===== src/rtl/vdp_timing_pkg.sv =====
// Shared constants for the VGA raster and the VDP interrupt logic.
//   Raster geometry for 640x480@60 (800x525 totals), sync windows,
//   the SMS active window (192 lines, each doubled onto two VGA rows),
//   the frame-interrupt row, and VDP register indices/bits.
package vdp_timing_pkg;

  localparam int H_VIS   = 640;
  localparam int H_FP    = 16;
  localparam int H_SYNC  = 96;
  localparam int H_BP    = 48;
  localparam int V_VIS   = 480;
  localparam int V_FP    = 10;
  localparam int V_SYNC  = 2;
  localparam int V_BP    = 33;

  localparam int H_TOTAL = H_VIS + H_FP + H_SYNC + H_BP;   // 800
  localparam int V_TOTAL = V_VIS + V_FP + V_SYNC + V_BP;   // 525

  localparam int ACT_TOP       = 48;
  localparam int ACT_LINES     = 192;
  localparam int FRAME_IRQ_ROW = 434;

  // Sized counter positions so comparisons stay at counter width.
  localparam logic [9:0] H_LAST       = 10'(H_TOTAL - 1);
  localparam logic [9:0] V_LAST       = 10'(V_TOTAL - 1);
  localparam logic [9:0] V_VIS_ROWS   = 10'(V_VIS);
  localparam logic [9:0] HSYNC_START  = 10'(H_VIS + H_FP);
  localparam logic [9:0] HSYNC_END    = 10'(H_VIS + H_FP + H_SYNC - 1);
  localparam logic [9:0] VSYNC_START  = 10'(V_VIS + V_FP);
  localparam logic [9:0] VSYNC_END    = 10'(V_VIS + V_FP + V_SYNC - 1);
  localparam logic [9:0] ACT_FIRST    = 10'(ACT_TOP);
  // Last VGA row that belongs to an SMS line index 0..ACT_LINES.
  localparam logic [9:0] ACT_LAST     = 10'(ACT_TOP + 2 * ACT_LINES + 1);
  localparam logic [9:0] FRAME_ROW    = 10'(FRAME_IRQ_ROW);
  localparam logic [8:0] SLINE_MAX    = 9'(ACT_LINES);

  localparam int REG_MODE1    = 0;
  localparam int REG_MODE2    = 1;
  localparam int REG_LINECNT  = 10;
  localparam int LINE_IE_BIT  = 4;
  localparam int FRAME_IE_BIT = 5;

  // SMS line index of a VGA row inside the active window.
  function automatic logic [8:0] smsLineIdx(input logic [9:0] vPos);
    return 9'((vPos - ACT_FIRST) >> 1);
  endfunction

endpackage


===== src/rtl/vdp_line_irq.sv =====
// VDP line-interrupt counter, frame/line pending flags, status byte and
// the registered active-low Z80 interrupt.
//   clk, rst          : pixel clock, synchronous active-high reset
//   lineEvent         : one-cycle strobe at the start of every VGA row
//   smsLineStart      : row is the first VGA row of an SMS line 0..192
//   inWindow          : row lies inside the SMS active window
//   frameEvent        : row is the frame-interrupt row
//   lineReload        : line counter reload value (reg 10)
//   lineIe, frameIe   : interrupt enables
//   status_rd         : CPU control-port read strobe (clears both flags)
//   status            : {frame_flag, 7'd0}
//   line_flag         : pending line interrupt
//   INT_L             : active-low interrupt, one cycle behind the flags
module vdp_line_irq
  import vdp_timing_pkg::*;
(
  input  logic       clk,
  input  logic       rst,
  input  logic       lineEvent,
  input  logic       smsLineStart,
  input  logic       inWindow,
  input  logic       frameEvent,
  input  logic [7:0] lineReload,
  input  logic       lineIe,
  input  logic       frameIe,
  input  logic       status_rd,
  output logic [7:0] status,
  output logic       line_flag,
  output logic       INT_L
);

  logic [7:0] lineCnt;
  logic       frameFlag;
  logic       lineSet;
  logic       frameSet;

  assign lineSet  = lineEvent && smsLineStart && (lineCnt == 8'd0);
  assign frameSet = lineEvent && frameEvent;
  assign status   = {frameFlag, 7'd0};

  always_ff @(posedge clk) begin
    if (rst) begin
      lineCnt   <= 8'hFF;
      line_flag <= 1'b0;
      frameFlag <= 1'b0;
      INT_L     <= 1'b1;
    end else begin
      // Odd rows of the window leave the counter alone; rows outside the
      // window keep it primed with the reload value.
      if (lineEvent) begin
        if (smsLineStart)
          lineCnt <= (lineCnt == 8'd0) ? lineReload : lineCnt - 8'd1;
        else if (!inWindow)
          lineCnt <= lineReload;
      end

      // A set in the same cycle as a status read wins.
      if (lineSet)
        line_flag <= 1'b1;
      else if (status_rd)
        line_flag <= 1'b0;

      if (frameSet)
        frameFlag <= 1'b1;
      else if (status_rd)
        frameFlag <= 1'b0;

      INT_L <= ~((frameFlag & frameIe) | (line_flag & lineIe));
    end
  end

endmodule


===== src/rtl/vdp_vga_timing.sv =====
// 640x480@60 raster timing for the Mode 4 display path.
//   clk, rst     : 25 MHz pixel clock, synchronous active-high reset
//   regFile      : VDP registers (reg0[4] line IE, reg1[5] frame IE,
//                  reg10 line counter reload)
//   status_rd    : CPU control-port read strobe
//   col, row     : raster position (row forced to 0 in vertical blank)
//   hsync_L      : active-low hsync, registered (one cycle behind col)
//   vsync_L      : active-low vsync, registered
//   vblank       : vertical counter beyond the visible rows
//   frame_start  : one-cycle pulse while the raster sits at (0,0)
//   status       : VDP status byte {frame_flag, 7'd0}
//   line_flag    : pending line interrupt
//   INT_L        : active-low Z80 interrupt
module vdp_vga_timing
  import vdp_timing_pkg::*;
(
  input  logic            clk,
  input  logic            rst,
  input  logic [10:0][7:0] regFile,
  input  logic            status_rd,
  output logic [9:0]      col,
  output logic [8:0]      row,
  output logic            hsync_L,
  output logic            vsync_L,
  output logic            vblank,
  output logic            frame_start,
  output logic [7:0]      status,
  output logic            line_flag,
  output logic            INT_L
);

  logic [9:0] hCnt;
  logic [9:0] vCnt;
  logic       hWrap;
  logic       vWrap;
  logic       lineEvent;
  logic       inWindow;
  logic       smsLineStart;
  logic [9:0] actOffset;
  logic       unusedRegBits;

  assign hWrap = (hCnt == H_LAST);
  assign vWrap = (vCnt == V_LAST);

  always_ff @(posedge clk) begin
    if (rst) begin
      hCnt        <= '0;
      vCnt        <= '0;
      hsync_L     <= 1'b1;
      vsync_L     <= 1'b1;
      frame_start <= 1'b0;
    end else begin
      hCnt <= hWrap ? 10'd0 : hCnt + 10'd1;
      if (hWrap)
        vCnt <= vWrap ? 10'd0 : vCnt + 10'd1;
      hsync_L <= !((hCnt >= HSYNC_START) && (hCnt <= HSYNC_END));
      vsync_L <= !((vCnt >= VSYNC_START) && (vCnt <= VSYNC_END));
      // Registered from the wrap so the pulse lines up with (0,0).
      frame_start <= hWrap && vWrap;
    end
  end

  assign col    = hCnt;
  assign vblank = !(vCnt < V_VIS_ROWS);
  assign row    = vblank ? 9'd0 : vCnt[8:0];

  assign lineEvent    = (hCnt == 10'd0);
  assign inWindow     = (vCnt >= ACT_FIRST) && (vCnt <= ACT_LAST);
  assign actOffset    = vCnt - ACT_FIRST;
  assign smsLineStart = inWindow && !actOffset[0] &&
                        (smsLineIdx(vCnt) <= SLINE_MAX);

  assign unusedRegBits = ^{regFile[9:2], regFile[REG_MODE1][7:5],
                           regFile[REG_MODE1][3:0], regFile[REG_MODE2][7:6],
                           regFile[REG_MODE2][4:0]};

  vdp_line_irq uLineIrq (
    .clk          (clk),
    .rst          (rst),
    .lineEvent    (lineEvent),
    .smsLineStart (smsLineStart),
    .inWindow     (inWindow),
    .frameEvent   (vCnt == FRAME_ROW),
    .lineReload   (regFile[REG_LINECNT]),
    .lineIe       (regFile[REG_MODE1][LINE_IE_BIT]),
    .frameIe      (regFile[REG_MODE2][FRAME_IE_BIT]),
    .status_rd    (status_rd),
    .status       (status),
    .line_flag    (line_flag),
    .INT_L        (INT_L)
  );

endmodule


===== config.mk =====
export PLATFORM = sky130hd
export DESIGN_NAME = vdp_vga_timing
export DESIGN_NICKNAME = d
export VERILOG_FILES = /design/src/rtl/vdp_timing_pkg.sv /design/src/rtl/vdp_line_irq.sv /design/src/rtl/vdp_vga_timing.sv
export SDC_FILE = /design/constraint.sdc
export NUM_CORES = 1
export LEC_CHECK = 0
export BUFFER_PORTS_ARGS = -buffer_cell sky130_fd_sc_hd__buf_2
export CORE_MARGIN = 2
export CORE_UTILIZATION = 46
export DETAILED_ROUTE_END_ITERATION = 6
export PLACE_DENSITY = 0.91
export SLEW_MARGIN = 25
export SYNTH_ARGS = -nofsm -noshare
export SYNTH_HDL_FRONTEND = slang
export SYNTH_SLANG_ARGS = --single-unit

===== constraint.sdc =====
create_clock -name clk -period 3.3 [get_ports clk]
set_input_delay 0.33 -clock clk [delete_from_list [all_inputs] [get_ports clk]]
set_output_delay 0.33 -clock clk [all_outputs]
set_load 0.01 [all_outputs]

## Word-level counts from Yosys, hierarchy flattened

Cells that the tools add are included.

| storage, ports and cells | value |
|---|---|
| bits in registers | 34 |
| input port bits | 91 |
| output and inout bits | 33 |
| word-level logic and storage cells | 56 |

| cells by class | value |
|---|---|
| $add $sub $neg | 4 |
| magnitude comparators | 8 |
| equality and inequality tests | 4 |
| muxes and demuxes | 8 |
| bitwise operators | 4 |
| reduce and logical (&&, ||, !) cells | 19 |

Operators by type and width:

| kind | number |
|---|---|
| two-way mux 8 bit | 3 |
| adder 10 x 1 -> 10 bit (second input constant) | 2 |
| equality test 10 bit (second input constant) | 2 |
| less-or-equal comparator 10 x 9 -> 1 bit (second input constant) | 2 |
| equality test 10 x 9 -> 1 bit (second input constant) | 1 |
| >= comparator 10 bit (second input constant) | 1 |
| >= comparator 10 x 6 -> 1 bit (second input constant) | 1 |
| >= comparator 10 x 9 -> 1 bit (second input constant) | 1 |
| less-or-equal comparator 10 bit (second input constant) | 1 |
| zero test 10 bit | 1 |
| less-than comparator 10 x 9 -> 1 bit (second input constant) | 1 |
| two-way mux 10 bit | 1 |
| subtractor 10 x 6 -> 10 bit (second input constant) | 1 |
| less-or-equal comparator 9 x 8 -> 1 bit (second input constant) | 1 |
| logical AND 1 bit | 9 |
| two-way mux 9 bit | 1 |
| zero test 8 bit | 1 |
| subtractor 8 x 1 -> 8 bit (second input constant) | 1 |
| zero test 1 bit | 4 |
| nonzero test 2 bit | 2 |
| two-way mux 1 bit | 3 |
| AND 1 bit | 2 |
| inequality test 2 x 1 -> 1 bit (second input constant) | 1 |
| AND reduction 2 bit | 1 |
| other kinds (3) | 3 |

## Depth between registers and ports, before layout

Gate-level depths: netlist of run 1.

| logic depth | value |
|---|---|
| word-level depth | 7 |
| depth in mapped cells | 8 |
| depth with buffers taken out | 7 |

## Modules after synthesis

Synthesis of run 1 repeated with hierarchy kept, for this count alone.

| unflattened totals | value |
|---|---|
| cells, all modules | 241 |
| area total of the unflattened synthesis | 1966.9 µm² |

By module, submodules not included:

| module | instances | cells each | area each (µm²) | sequential area each (µm²) |
|---|---|---|---|---|
| vdp_vga_timing | 1 | 150 | 1251.2 | 460.4 |
| vdp_line_irq | 1 | 91 | 715.7 | 220.2 |

## Worst setup path after synthesis of run 1

OpenSTA, ideal clock, no wires.

| timing path | value |
|---|---|
| path type | flip-flop to flip-flop |
| start point | register vCnt[0] |
| end point | register uLineIrq.lineCnt[2] |
| setup time | 0.131 ns |
| arrival | 1.865 ns |
| data required time | 3.169 ns |
| setup slack | 1.304 ns |
| stages on the path, launching flop included | 8 |
| path buffers | 0 |
| clock period less this slack | 1.996 ns |
| path through | dfxtp_1 -> inv_1 -> ha_1 -> nor2_1 -> o311a_4 -> nor4_4 -> mux2i_1 -> a22oi_1 |

| between the ends | value |
|---|---|
| cells in the longest elaborated chain, start to end | 6 |
| elaborated cells between the ends (all ways) | 11 |
| those cells by class | add/sub: 1; order compare: 3; eq/ne: 1; mux: 1; reduce/logical: 5 |

RTL lines:

| element | line | RTL |
|---|---|---|
| from (decl) | vdp_vga_timing.sv:33 | `logic [9:0] vCnt;` |
| from (signal assigned) | vdp_vga_timing.sv:55 | `vCnt <= vWrap ? 10'd0 : vCnt + 10'd1;` |
| branches (longest 6 deep; another with subtractor 10 x 6 -> 10 bit) | n/a |  |
| to (signal assigned) | vdp_line_irq.sv:52 | `lineCnt <= (lineCnt == 8'd0) ? lineReload : lineCnt - 8'd1;` |
| to (signal assigned) | vdp_line_irq.sv:54 | `lineCnt <= lineReload;` |
| to (decl) | vdp_line_irq.sv:32 | `logic [7:0] lineCnt;` |

Parallel ways; which one is timed is not known.
A chain may end at the register's enable or synchronous reset.

## Final worst setup path of run 1

| timing path | value |
|---|---|
| start point | register vCnt[0] |
| end point | register uLineIrq.lineCnt[1] |

The elaborated chain is that of the path after synthesis.

==> summary.md, run 1 <==
| Metric | Value |
|---|---|
| Die height | `69.6 um` |
| Placed Instance Area | `2140 um2` |
| # diodes | `0` |
| Register bit total from synthesis | `34` |
| Crit. Startpoint | `vCnt[0]$_SDFFE_PP0N_` |
| Setup TNS | `0 ns` |
| CP bufs+invs | `1` |
| Sink Count | `34` |
| Synth top area share | `34.3%` |
| Core area | `4090 um2` |
| First-pass GRT wire length | `7250 um` |
| Met1 WL | `1920 um` |
| Worst Setup Path Type | `reg -> reg` |
| Fin. max-slew vios | `0` |
| Synth top area cells | `dfxtp_1 (34%), nor2_1 (8.1%), ha_1 (5.1%)` |
| Overall power | `0.000838 W` |
| Critical Path, Cell by Cell | `inv_1 > ha_1 > nor2_1 > o311a_4 > nor4_4 > mux2i_1 > o211ai_1` |
| Synth area leader | `dfxtp_1` |
| Net Sw Frac | `25.4%` |
| Status | `completed` |
| Required @ worst endpoint | `3.48 ns` |
| NumNets Final | `374` |
| Chip Width | `69.6 um` |
| Final hold viol count | `0` |
| Total global routing overflow | `0` |
| Layout cell share with drive strength beyond 1 | `18.8%` |
| WL per Instance | `13.4 um` |
| Largest net degree at the start of global routing | `19` |
| Max cap viols | `0` |
| Port Buf Inserts | `38` |
| Initial core utilization | `48.5%` |
| Antenna viol nets, final | `0` |
| Crit path DAT | `2.47 ns` |
| CTS tree | `done` |
| Most frequent cells after synthesis | `nor2_1 (43), dfxtp_1 (34), inv_1 (12), nand2_1 (12), and2_1 (11)` |
| Drt initial violations | `102` |
| Worst r2r src | `vCnt[0]$_SDFFE_PP0N_` |
| Number of synthesized flops with an enable pin | `0` |
| Internal power | `0.000625 W` |
| CP delay by family, top | `simple AND/OR/NAND/NOR gates` |
| Syn-to-layout area delta | `12.6%` |
| Via density | `5.51` |
| Clk_lat worst skew | `0.29 ns` |
| Tmin final | `2.30 ns` |
| Post-synth ARST share | `0%` |
| Num rows | `23` |
| Clock Power Share | `38.3%` |
| IO Pins | `124` |
| Worst path slowest cell | `nor4_4` |
| Combinational Power Share | `9.4%` |
| DRT Pass-1 Iters | `4` |
| Post-CTS setup buffers | `0` |
| Max H-tree Level | `2` |
| Fmax | `435 MHz` |
| GRT Resource Usage Total | `18.4%` |
| Worst clock skew | `0.00829 ns` |
| Final Wtd Congestion | `0.878` |
| Top FF cell, synth | `dfxtp_1` |
| Metal2 WL | `1900 um` |
| Vias in the first global route | `1580` |
| CTS Buffer Depth | `2` |
| HP Start | `status_rd` |
| Post-Syn Instances | `244` |
| Top Layer Used | `met4` |
| Post_cts resized | `0` |
| Unrepaired setup endpoints after global routing | `false` |
| Pwr dens | `376 nW/um2` |
| DRC viols | `0` |
| Seq/Total Area, Yosys | `34.3%` |
| Final Cell Area | `2230 um2` |
| Clock-pin slew on the worst setup and hold paths | `0.07 ns` |
| Slew @ Worst Pin | `0.696 ns` |
| Via count | `1796` |
| Final setup viols | `0` |
| Area of the mapped netlist | `1980 um2` |
| Worst hold path type | `in -> reg` |
| Num CTS Buffers | `5` |
| Worst Setup Start Kind | `flop` |
| Lkg Pwr | `0.926 nW` |
| Critical Path Fanout Max | `8` |
| Yosys cell types | `42` |
| Worst setup EP type | `flop` |
| Most common cell in the netlist | `nor2_1` |
| Fill cell count | `389` |
| Hold Buf Count CTS | `0` |
| CP max stage delay | `0.67 ns` |
| Maximum vdd drop | `0.313 mV` |
| Final wirelength | `4360 um` |
| Average size of a mapped cell | `8.12 um2` |
| Sequential share of power | `52.4%` |
| Clock Root Buffer | `clkbuf_8` |
| Final period util | `69.7%` |
| Area of the die | `4850 um2` |
| Synth warn | `0` |
| Hpwl dp | `3260 um` |
| WL met3 | `436 um` |
| Initial antenna violation count | `0` |
| Switching power total | `0.000213 W` |
| Slew HR | `53.3%` |
routing by layer:
| layer | vias up | GRT usage [%] |
|---|---|---|
| li1 | 887 | - |
| met1 | 809 | 23.2 |
| met2 | 87 | 28.4 |
| met3 | 13 | 6.54 |
| met4 | 0 | 8.12 |
| met5 | - | 0 |
worst register-to-register path, delay by kind of cell (launching register included):
kind,cells,cell delay [ns]
DFF,1,0.37
muxes,1,0.27
and+or+nand+nor,2,0.74
adders and majority gates,1,0.21
AOI/OAI and AO/OA,2,0.43
buffers and inverters,1,0.15
power by group through the flow:
stage,logic (W),clock network [W],registers [W]
detailed placement,0.0000772,0,0.000448
CTS,0.0000779,0.000328,0.000439
floorplan,0.0000604,0,0.000446
finish,0.0000784,0.000321,0.000439
global placement,0.0000738,0,0.000447
global route,0.0000866,0.000344,0.000441
logic make-up (layout without fill, tap and decap cells):
logic type / Yosys count / after routing / synth area share (%)
and+or+nand+nor: 115 / 115 / 30.3
muxes: 8 / 8 / 4.04
xor gates and xnor gates: 16 / 16 / 7.07
buffers and inverters: 32 / 58 / 8.21
adders and majority gates: 8 / 8 / 5.05
DFF: 34 / 34 / 34.3
other: 1 / 7 / 0.189
AOI/OAI and AO/OA: 30 / 30 / 10.8
through the flow:
stage	worst slack, ns	cells	util (%)	hold slack, ns
final	1.00	326	54.6	0.303
after global routing	0.900	326	54.6	0.317
after CTS	1.02	326	54.6	0.304
after detailed placement	1.01	318	52.4	0.472
after global placement	1.05	318	52.4	0.457
after floorplan	1.30	250	-	0.459
cell type report:
class / count / area [um2] / area share, %
Clock buffer: 7 / 86.3 / 3.87
Clock inverter: 1 / 5.00 / 0.224
Inverter: 12 / 45.0 / 2.02
Multi-Input combinational cell: 184 / 1160 / 52.0
Sequential cell: 34 / 681 / 30.5
Tap cell: 50 / 62.6 / 2.80
Timing Repair Buffer: 38 / 190 / 8.52
state kept, by name, indices dropped and copies added (netlist names):
register	count
vsync_L	1
col	10
uLineIrq.lineCnt	8
hsync_L	1
uLineIrq.line_flag	1
uLineIrq.frameFlag	1
frame_start	1
vCnt	10
uLineIrq.INT_L	1
final timing paths:
check	end	slack, ns	cells past startpoint
max	uLineIrq.lineCnt[1]$_SDFFE_PP1P_	1.00	7
min	uLineIrq.frameFlag$_SDFFE_PP0P_	0.30	3
min reg2reg	col[0]$_SDFF_PP0_	0.48	1
max reg2reg	uLineIrq.lineCnt[1]$_SDFFE_PP1P_	1.00	7
cells in the final DEF (no fill, tap or decap), types with 9 or more instances in the layout:
cell type | Yosys | layout
buf_2 | 3 | 38
inv_1 | 12 | 12
and2_1 | 11 | 11
nand2_1 | 12 | 12
nor2_1 | 43 | 43
dfxtp_1 | 34 | 34
nand3_1 | 9 | 9
Note: power is estimated with default switching activity, not from simulation.
==> run 2, diff against run 1 <==
- CORE_UTILIZATION: 46 -> 39
- PLACE_DENSITY: 0.91 -> 0.83
- clock period: 3.3 -> 1.9 ns (I/O delays scaled with it)
==> summary.md, run 2 (synthesis gave the netlist of run 1 again) <==
| Metric | Value |
|---|---|
| Largest net degree at the start of global routing | `19 (unchanged)` |
| Via count | `1851 (+3.1%)` |
| Fin. max-slew vios | `0 (unchanged)` |
| CTS tree | `done` |
| Required @ worst endpoint | `2.07 ns (-1.41 ns)` |
| # diodes | `0 (unchanged)` |
| Worst Setup Start Kind | `flop` |
| Worst clock skew | `0.00736 ns (-0.000938 ns)` |
| Critical Path Fanout Max | `7 (-1)` |
| Final setup viols | `0 (unchanged)` |
| Post-CTS setup buffers | `0 (unchanged)` |
| Critical path depth | `7 (unchanged)` |
| Final Wtd Congestion | `0.906 (+3.2%)` |
| Placed insts | `352 (+11%)` |
| Port Buf Inserts | `38 (unchanged)` |
| Final period util | `97.2% (+28 points)` |
| Commonest non-fill, non-tap cell in the layout | `nor2_1` |
| Clk_lat worst skew | `0.29 ns (about the same)` |
| Tmin final | `1.85 ns (-0.452 ns)` |
| Slew HR | `57.5% (+4.3 points)` |
| Clock-pin slew on the worst setup and hold paths | `0.07 ns (about the same)` |
| Status | `completed` |
| Pwr dens | `577 nW/um2 (+54%)` |
| DRT Pass-1 Iters | `4 (unchanged)` |
| Hold Path Depth | `3 (unchanged)` |
| Hpwl dp | `3420 um (+4.9%)` |
| Lkg Pwr | `1.03 nW (+11%)` |
| Met3 Usage GRT | `4.95% (-1.6 points)` |
| Met2 Usage GRT | `28.5% (+0.084 points)` |
| First-pass GRT wire length | `7390 um (+2.0%)` |
| Layout cell share with drive strength beyond 1 | `27.7% (+8.9 points)` |
| Slew @ Worst Pin | `0.628 ns (-0.0676 ns)` |
| Final wirelength | `4660 um (+6.7%)` |
| GR Layer Usage met1 | `20.7% (-2.4 points)` |
| Most frequent cells in the layout | `nor2_1 (43), buf_2 (38), dfxtp_1 (32)` |
| Num CTS Buffers | `5 (unchanged)` |
| Vias in the first global route | `1661 (+5.1%)` |
| Syn-to-layout area delta | `23.4%` |
| Maximum vdd drop | `0.424 mV (+35%)` |
| Core area | `4820 um2 (+18%)` |
| WL per Instance | `13.0 um (-3.1%)` |
| Unrepaired setup endpoints after global routing | `true` |
| Crit path DAT | `2.02 ns (-0.45 ns)` |
| Area of the die | `5670 um2 (+17%)` |
| Fmax | `541 MHz (+24%)` |
| Via density | `5.16 (-6.4%)` |
| Worst Setup Path Type | `reg -> reg` |
| Worst path slowest cell | `or4_4` |
| CP delay by family, top | `simple AND/OR/NAND/NOR gates` |
| Sink Count | `34 (unchanged)` |
| Reg2reg path depth | `7 (unchanged)` |
| Die height | `75.3 um (+8.1%)` |
| Worst setup EP type | `flop` |
| Busiest grt layer | `met2` |
| Overall power | `0.00141 W (+68%)` |
| NumNets Final | `391 (+4.5%)` |
| Num rows | `25 (+8.7%)` |
| Fill cell count | `476 (+22%)` |
| Final hold viol count | `0 (unchanged)` |
| Final Non-Filler Cells | `359 (+10%)` |
| Max H-tree Level | `2 (unchanged)` |
| Clock Root Buffer | `clkbuf_8` |
| FF-to-FF setup slack | `0.05 ns (-0.95 ns)` |
| CP max stage delay | `0.56 ns (-0.11 ns)` |
| GRT Resource Usage Total | `17.3% (-1.1 points)` |
| Drt initial violations | `126 (+24%)` |
| CTS Buffer Depth | `2 (unchanged)` |
| DRC viols | `0 (unchanged)` |
| Antenna viol nets, final | `0 (unchanged)` |
| Worst hold path type | `in -> reg` |
| IO Pins | `124 (unchanged)` |
| Max cap viols | `0 (unchanged)` |
| CP bufs+invs | `1 (unchanged)` |
| Initial antenna violation count | `1 (+1)` |
| Total global routing overflow | `0 (unchanged)` |
| Initial core utilization | `41.1% (-7.4 points)` |
| Chip Width | `75.3 um (+8.1%)` |
| Critical Path, Cell by Cell | `inv_4 > ha_4 > nor2_1 > o311a_4 > or4_4 > a21boi_1 > a22oi_1` |
run 2: report_power, final:
| group | switching [W] | total [W] | internal, W | leakage, nW |
|---|---|---|---|---|
| registers | 0.0000285 | 0.000765 | 0.000736 | 0.277 |
| logic | 0.0000798 | 0.000144 | 0.0000646 | 0.705 |
| clock network | 0.000257 | 0.000502 | 0.000246 | 0.0438 |
| total | 0.000365 | 0.00141 | 0.00105 | 1.03 |
run 2: worst reg2reg max path, cell delays in order (launching register included):
cell and delay [ns]:
dfxtp_4 0.36, inv_4 0.06, ha_4 0.13, nor2_1 0.05, o311a_4 0.33, or4_4 0.56
a21boi_1 0.17, a22oi_1 0.07
run 2: per-stage QoR:
stage / cell area, um2 / TNS [ns] / hold slack, ns / util, % / worst slack [ns]
finish: 2440 / 0 / 0.176 / 50.8 / 0.0525
global route: 2440 / -0.0399 / 0.194 / 50.8 / -0.0222
CTS: 2380 / 0 / 0.173 / 49.4 / 0.0181
detailed placement: 2290 / -0.0358 / 0.476 / 47.6 / -0.0113
global placement: 2290 / -0.00285 / 0.454 / 47.6 / -0.00285
floorplan: 2010 / 0 / 0.367 / - / 0.00227
run 2: final timing paths:
kind                   startpoint                               end
max          vCnt[0]$_SDFFE_PP0N_  uLineIrq.lineCnt[0]$_SDFFE_PP1P_
max reg2reg  vCnt[0]$_SDFFE_PP0N_  uLineIrq.lineCnt[0]$_SDFFE_PP1P_
min reg2reg     col[0]$_SDFF_PP0_                 col[0]$_SDFF_PP0_
min                     status_rd   uLineIrq.frameFlag$_SDFFE_PP0P_
run 2: layout make-up:
class                      count  area, um2  area share (%)
inverter                      12       47.5            1.94
timing repair buffer          55        325            13.3
multi-input combinational    184       1220            50.1
clock inverter                 2       10.0           0.409
tap                           67       83.8            3.43
sequential                    34        686            28.0
clock buffer                   5       68.8            2.81
run 2: what timing repair did:
| action | CTS | global route |
|---|---|---|
| gates resized for setup | 5 | 19 |
| setup endpoints to repair | 7 | 12 |
| pin swaps | 1 | 1 |
| hold buffers | 0 | 0 |
run 2: per-layer routing:
metal  part of all wire [%]  vias to the layer above  wire [um]
met2                     48                       65       2220
met5                      0                        -          0
met3                    6.9                        7        323
li1                       -                      920          -
met1                     44                      859       2030
met4                    1.7                        0         79
==> run 3, diff against run 2 <==
- BUFFER_PORTS_ARGS: -buffer_cell sky130_fd_sc_hd__buf_2 -> -buffer_cell sky130_fd_sc_hd__clkbuf_2
==> summary.md, run 3 (synthesis gave the netlist of run 1 again) <==
| Metric | Value |
|---|---|
| Area of the die | `5670 um2 (unchanged)` |
| Vias in the first global route | `1575 (-5.2%)` |
| Hold Path Depth | `2 (-1)` |
| # diodes | `0 (unchanged)` |
| Antenna viol nets, final | `0 (unchanged)` |
| Via density | `4.99 (-3.2%)` |
| Final Non-Filler Cells | `361 (+0.56%)` |
| Pwr dens | `601 nW/um2 (+4.2%)` |
| Worst r2r src | `vCnt[0]$_SDFFE_PP0N_` |
| Switching power total | `0.000372 W (+1.9%)` |
| NumNets Final | `392 (+0.26%)` |
| FF-to-FF setup slack | `0.05 ns (about the same)` |
| Chip Width | `75.3 um (unchanged)` |
| Worst setup EP type | `flop` |
| Final wirelength | `4520 um (-2.9%)` |
| HP Start | `rst` |
| Final period util | `97.4% (+0.18 points)` |
| Syn-to-layout area delta | `23.0%` |
| Initial core utilization | `41.1% (unchanged)` |
| Setup ws final | `0.0490 ns (-0.00347 ns)` |
| Worst hold path type | `in -> reg` |
| Initial antenna violation count | `0 (-1)` |
| Fmax | `540 MHz (-0.19%)` |
| Lkg Pwr | `1.02 nW (-1.0%)` |
| Place WS | `-0.0532 ns (-0.0419 ns)` |
| Largest net degree at the start of global routing | `14 (-5)` |
| GRT Resource Usage Total | `16.9% (-0.40 points)` |
| WHS Endpoint | `col[2]$_SDFF_PP0_` |
| Sink Count | `34 (unchanged)` |
| Status | `completed` |
| Worst path slowest cell | `or4_4` |
| CTS Buffer Depth | `2 (unchanged)` |
| Slew @ Worst Pin | `0.575 ns (-0.0536 ns)` |
| DRC viols | `0 (unchanged)` |
| Maximum vdd drop | `0.334 mV (-21%)` |
| Internal power | `0.00109 W (+4.6%)` |
| Reg2reg path depth | `7 (unchanged)` |
| Max cap viols | `0 (unchanged)` |
| Num rows | `25 (unchanged)` |
| Critical Path Fanout Max | `7 (unchanged)` |
| Crit path DAT | `2.02 ns (about the same)` |
| Sequential share of power | `52.1% (-2.1 points)` |
| Fin. max-slew vios | `0 (unchanged)` |
| Core area | `4820 um2 (unchanged)` |
| Combinational Power Share | `10.1% (about the same)` |
| Worst clock skew | `0.00532 ns (-0.00204 ns)` |
| Placed insts | `353 (+0.28%)` |
| Worst Setup Path Type | `reg -> reg` |
| CTS tree | `done` |
| CP max stage delay | `0.54 ns (-0.02 ns)` |
| DRT Pass-1 Iters | `4 (unchanged)` |
| Critical Path, Cell by Cell | `inv_2 > ha_1 > nor2_1 > o311a_4 > or4_4 > a21boi_1 > a22oi_1` |
| CP delay by family, top | `simple AND/OR/NAND/NOR gates` |
| Clk_lat worst skew | `0.28 ns (about the same)` |
| Drt initial violations | `113 (-10%)` |
| Final setup viols | `0 (unchanged)` |
| Via count | `1802 (-2.6%)` |
| Reg-to-Reg End | `uLineIrq.lineCnt[0]$_SDFFE_PP1P_` |
| Final Wtd Congestion | `0.901 (-0.55%)` |
| Unrepaired setup endpoints after global routing | `true` |
| IO Pins | `124 (unchanged)` |
| Layout cell share with drive strength beyond 1 | `27.2% (-0.53 points)` |
| Required @ worst endpoint | `2.07 ns (about the same)` |
| Hold Buf Count CTS | `0 (unchanged)` |
| WL per Instance | `12.5 um (-3.4%)` |
| Num CTS Buffers | `5 (unchanged)` |
| Hpwl dp | `3410 um (-0.38%)` |
| Port Buf Inserts | `38 (unchanged)` |
| Clock-pin slew on the worst setup and hold paths | `0.07 ns (about the same)` |
| Final hold viol count | `0 (unchanged)` |
| Tmin final | `1.85 ns (+0.00347 ns)` |
| Total global routing overflow | `0 (unchanged)` |
| Worst Setup Start Kind | `flop` |
| Clock Power Share | `37.8% (+2.2 points)` |
| Slew HR | `61.1% (+3.6 points)` |
| Die height | `75.3 um (unchanged)` |
| Overall power | `0.00147 W (+3.9%)` |
| Commonest non-fill, non-tap cell in the layout | `nor2_1` |
| Net Sw Frac | `25.4% (-0.50 points)` |
| First-pass GRT wire length | `7210 um (-2.4%)` |
| Max H-tree Level | `2 (unchanged)` |
| Clock Root Buffer | `clkbuf_8` |
| CP bufs+invs | `1 (unchanged)` |
| Most frequent cells in the layout | `nor2_1 (43), clkbuf_2 (38), dfxtp_1 (32)` |
run 3: per-stage QoR:
step / hold slack [ns] / TNS, ns / area (um2) / util, %
2_1_floorplan: 0.367 / 0 / 2010 / -
3_3_place_gp: 0.456 / -0.00782 / 2300 / 47.7
3_5_place_dp: 0.463 / -0.134 / 2300 / 47.7
4_1_cts: 0.155 / 0 / 2400 / 49.9
5_1_grt: 0.168 / -0.0564 / 2440 / 50.6
6_report: 0.160 / 0 / 2440 / 50.6
run 3: power by group through the flow:
stage	Sequential, W	Clock [W]	Combinational [W]
global placement	0.000777	0	0.000133
finish	0.000764	0.000554	0.000148
detailed placement	0.000779	0	0.000139
CTS	0.000762	0.000577	0.000145
global route	0.000767	0.000614	0.000165
floorplan	0.000775	0	0.000105
run 3: layout make-up:
type,count,area [um2]
clock inverter,2,12.5
multi-input combinational,184,1200
tap,67,83.8
clock buffer,6,82.6
fill,484,2380
sequential,34,683
timing repair buffer,56,329
inverter,12,45.0
run 3: worst max path at each step:
| stage | startpoint | end | depth (start not counted) |
|---|---|---|---|
| after floorplan | vCnt[0]$_SDFFE_PP0N_ | uLineIrq.lineCnt[0]$_SDFFE_PP1P_ | 7 |
| after CTS | vCnt[0]$_SDFFE_PP0N_ | uLineIrq.lineCnt[6]$_SDFFE_PP1P_ | 7 |
| after detailed placement | vCnt[0]$_SDFFE_PP0N_ | uLineIrq.lineCnt[0]$_SDFFE_PP1P_ | 7 |
| after global placement | vCnt[0]$_SDFFE_PP0N_ | uLineIrq.lineCnt[6]$_SDFFE_PP1P_ | 7 |
| after global routing | vCnt[0]$_SDFFE_PP0N_ | uLineIrq.lineCnt[0]$_SDFFE_PP1P_ | 7 |
| final | vCnt[0]$_SDFFE_PP0N_ | uLineIrq.lineCnt[0]$_SDFFE_PP1P_ | 7 |
run 3: routing by layer:
layer	vias up	track usage, %	share of wire [%]
met3	2	5.62	5.5
li1	921	-	-
met4	0	7.21	0.75
met5	-	0	0
met1	833	20.9	47
met2	46	26.9	47
run 3: repair_timing:
action	CTS	global route
buffers inserted	0	0
gates resized for setup	5	11
setup endpoints to repair	7	12
pin swaps	1	0
run 3: worst reg2reg max path: cells and delay by family (launching register included):
family / cells / cell delay (ns)
AO/OA/AOI/OAI: 3 / 0.58
adder cells (fa/ha/maj): 1 / 0.16
buffers and inverters: 1 / 0.05
flip-flops: 1 / 0.34
AND/OR/NAND/NOR: 2 / 0.60
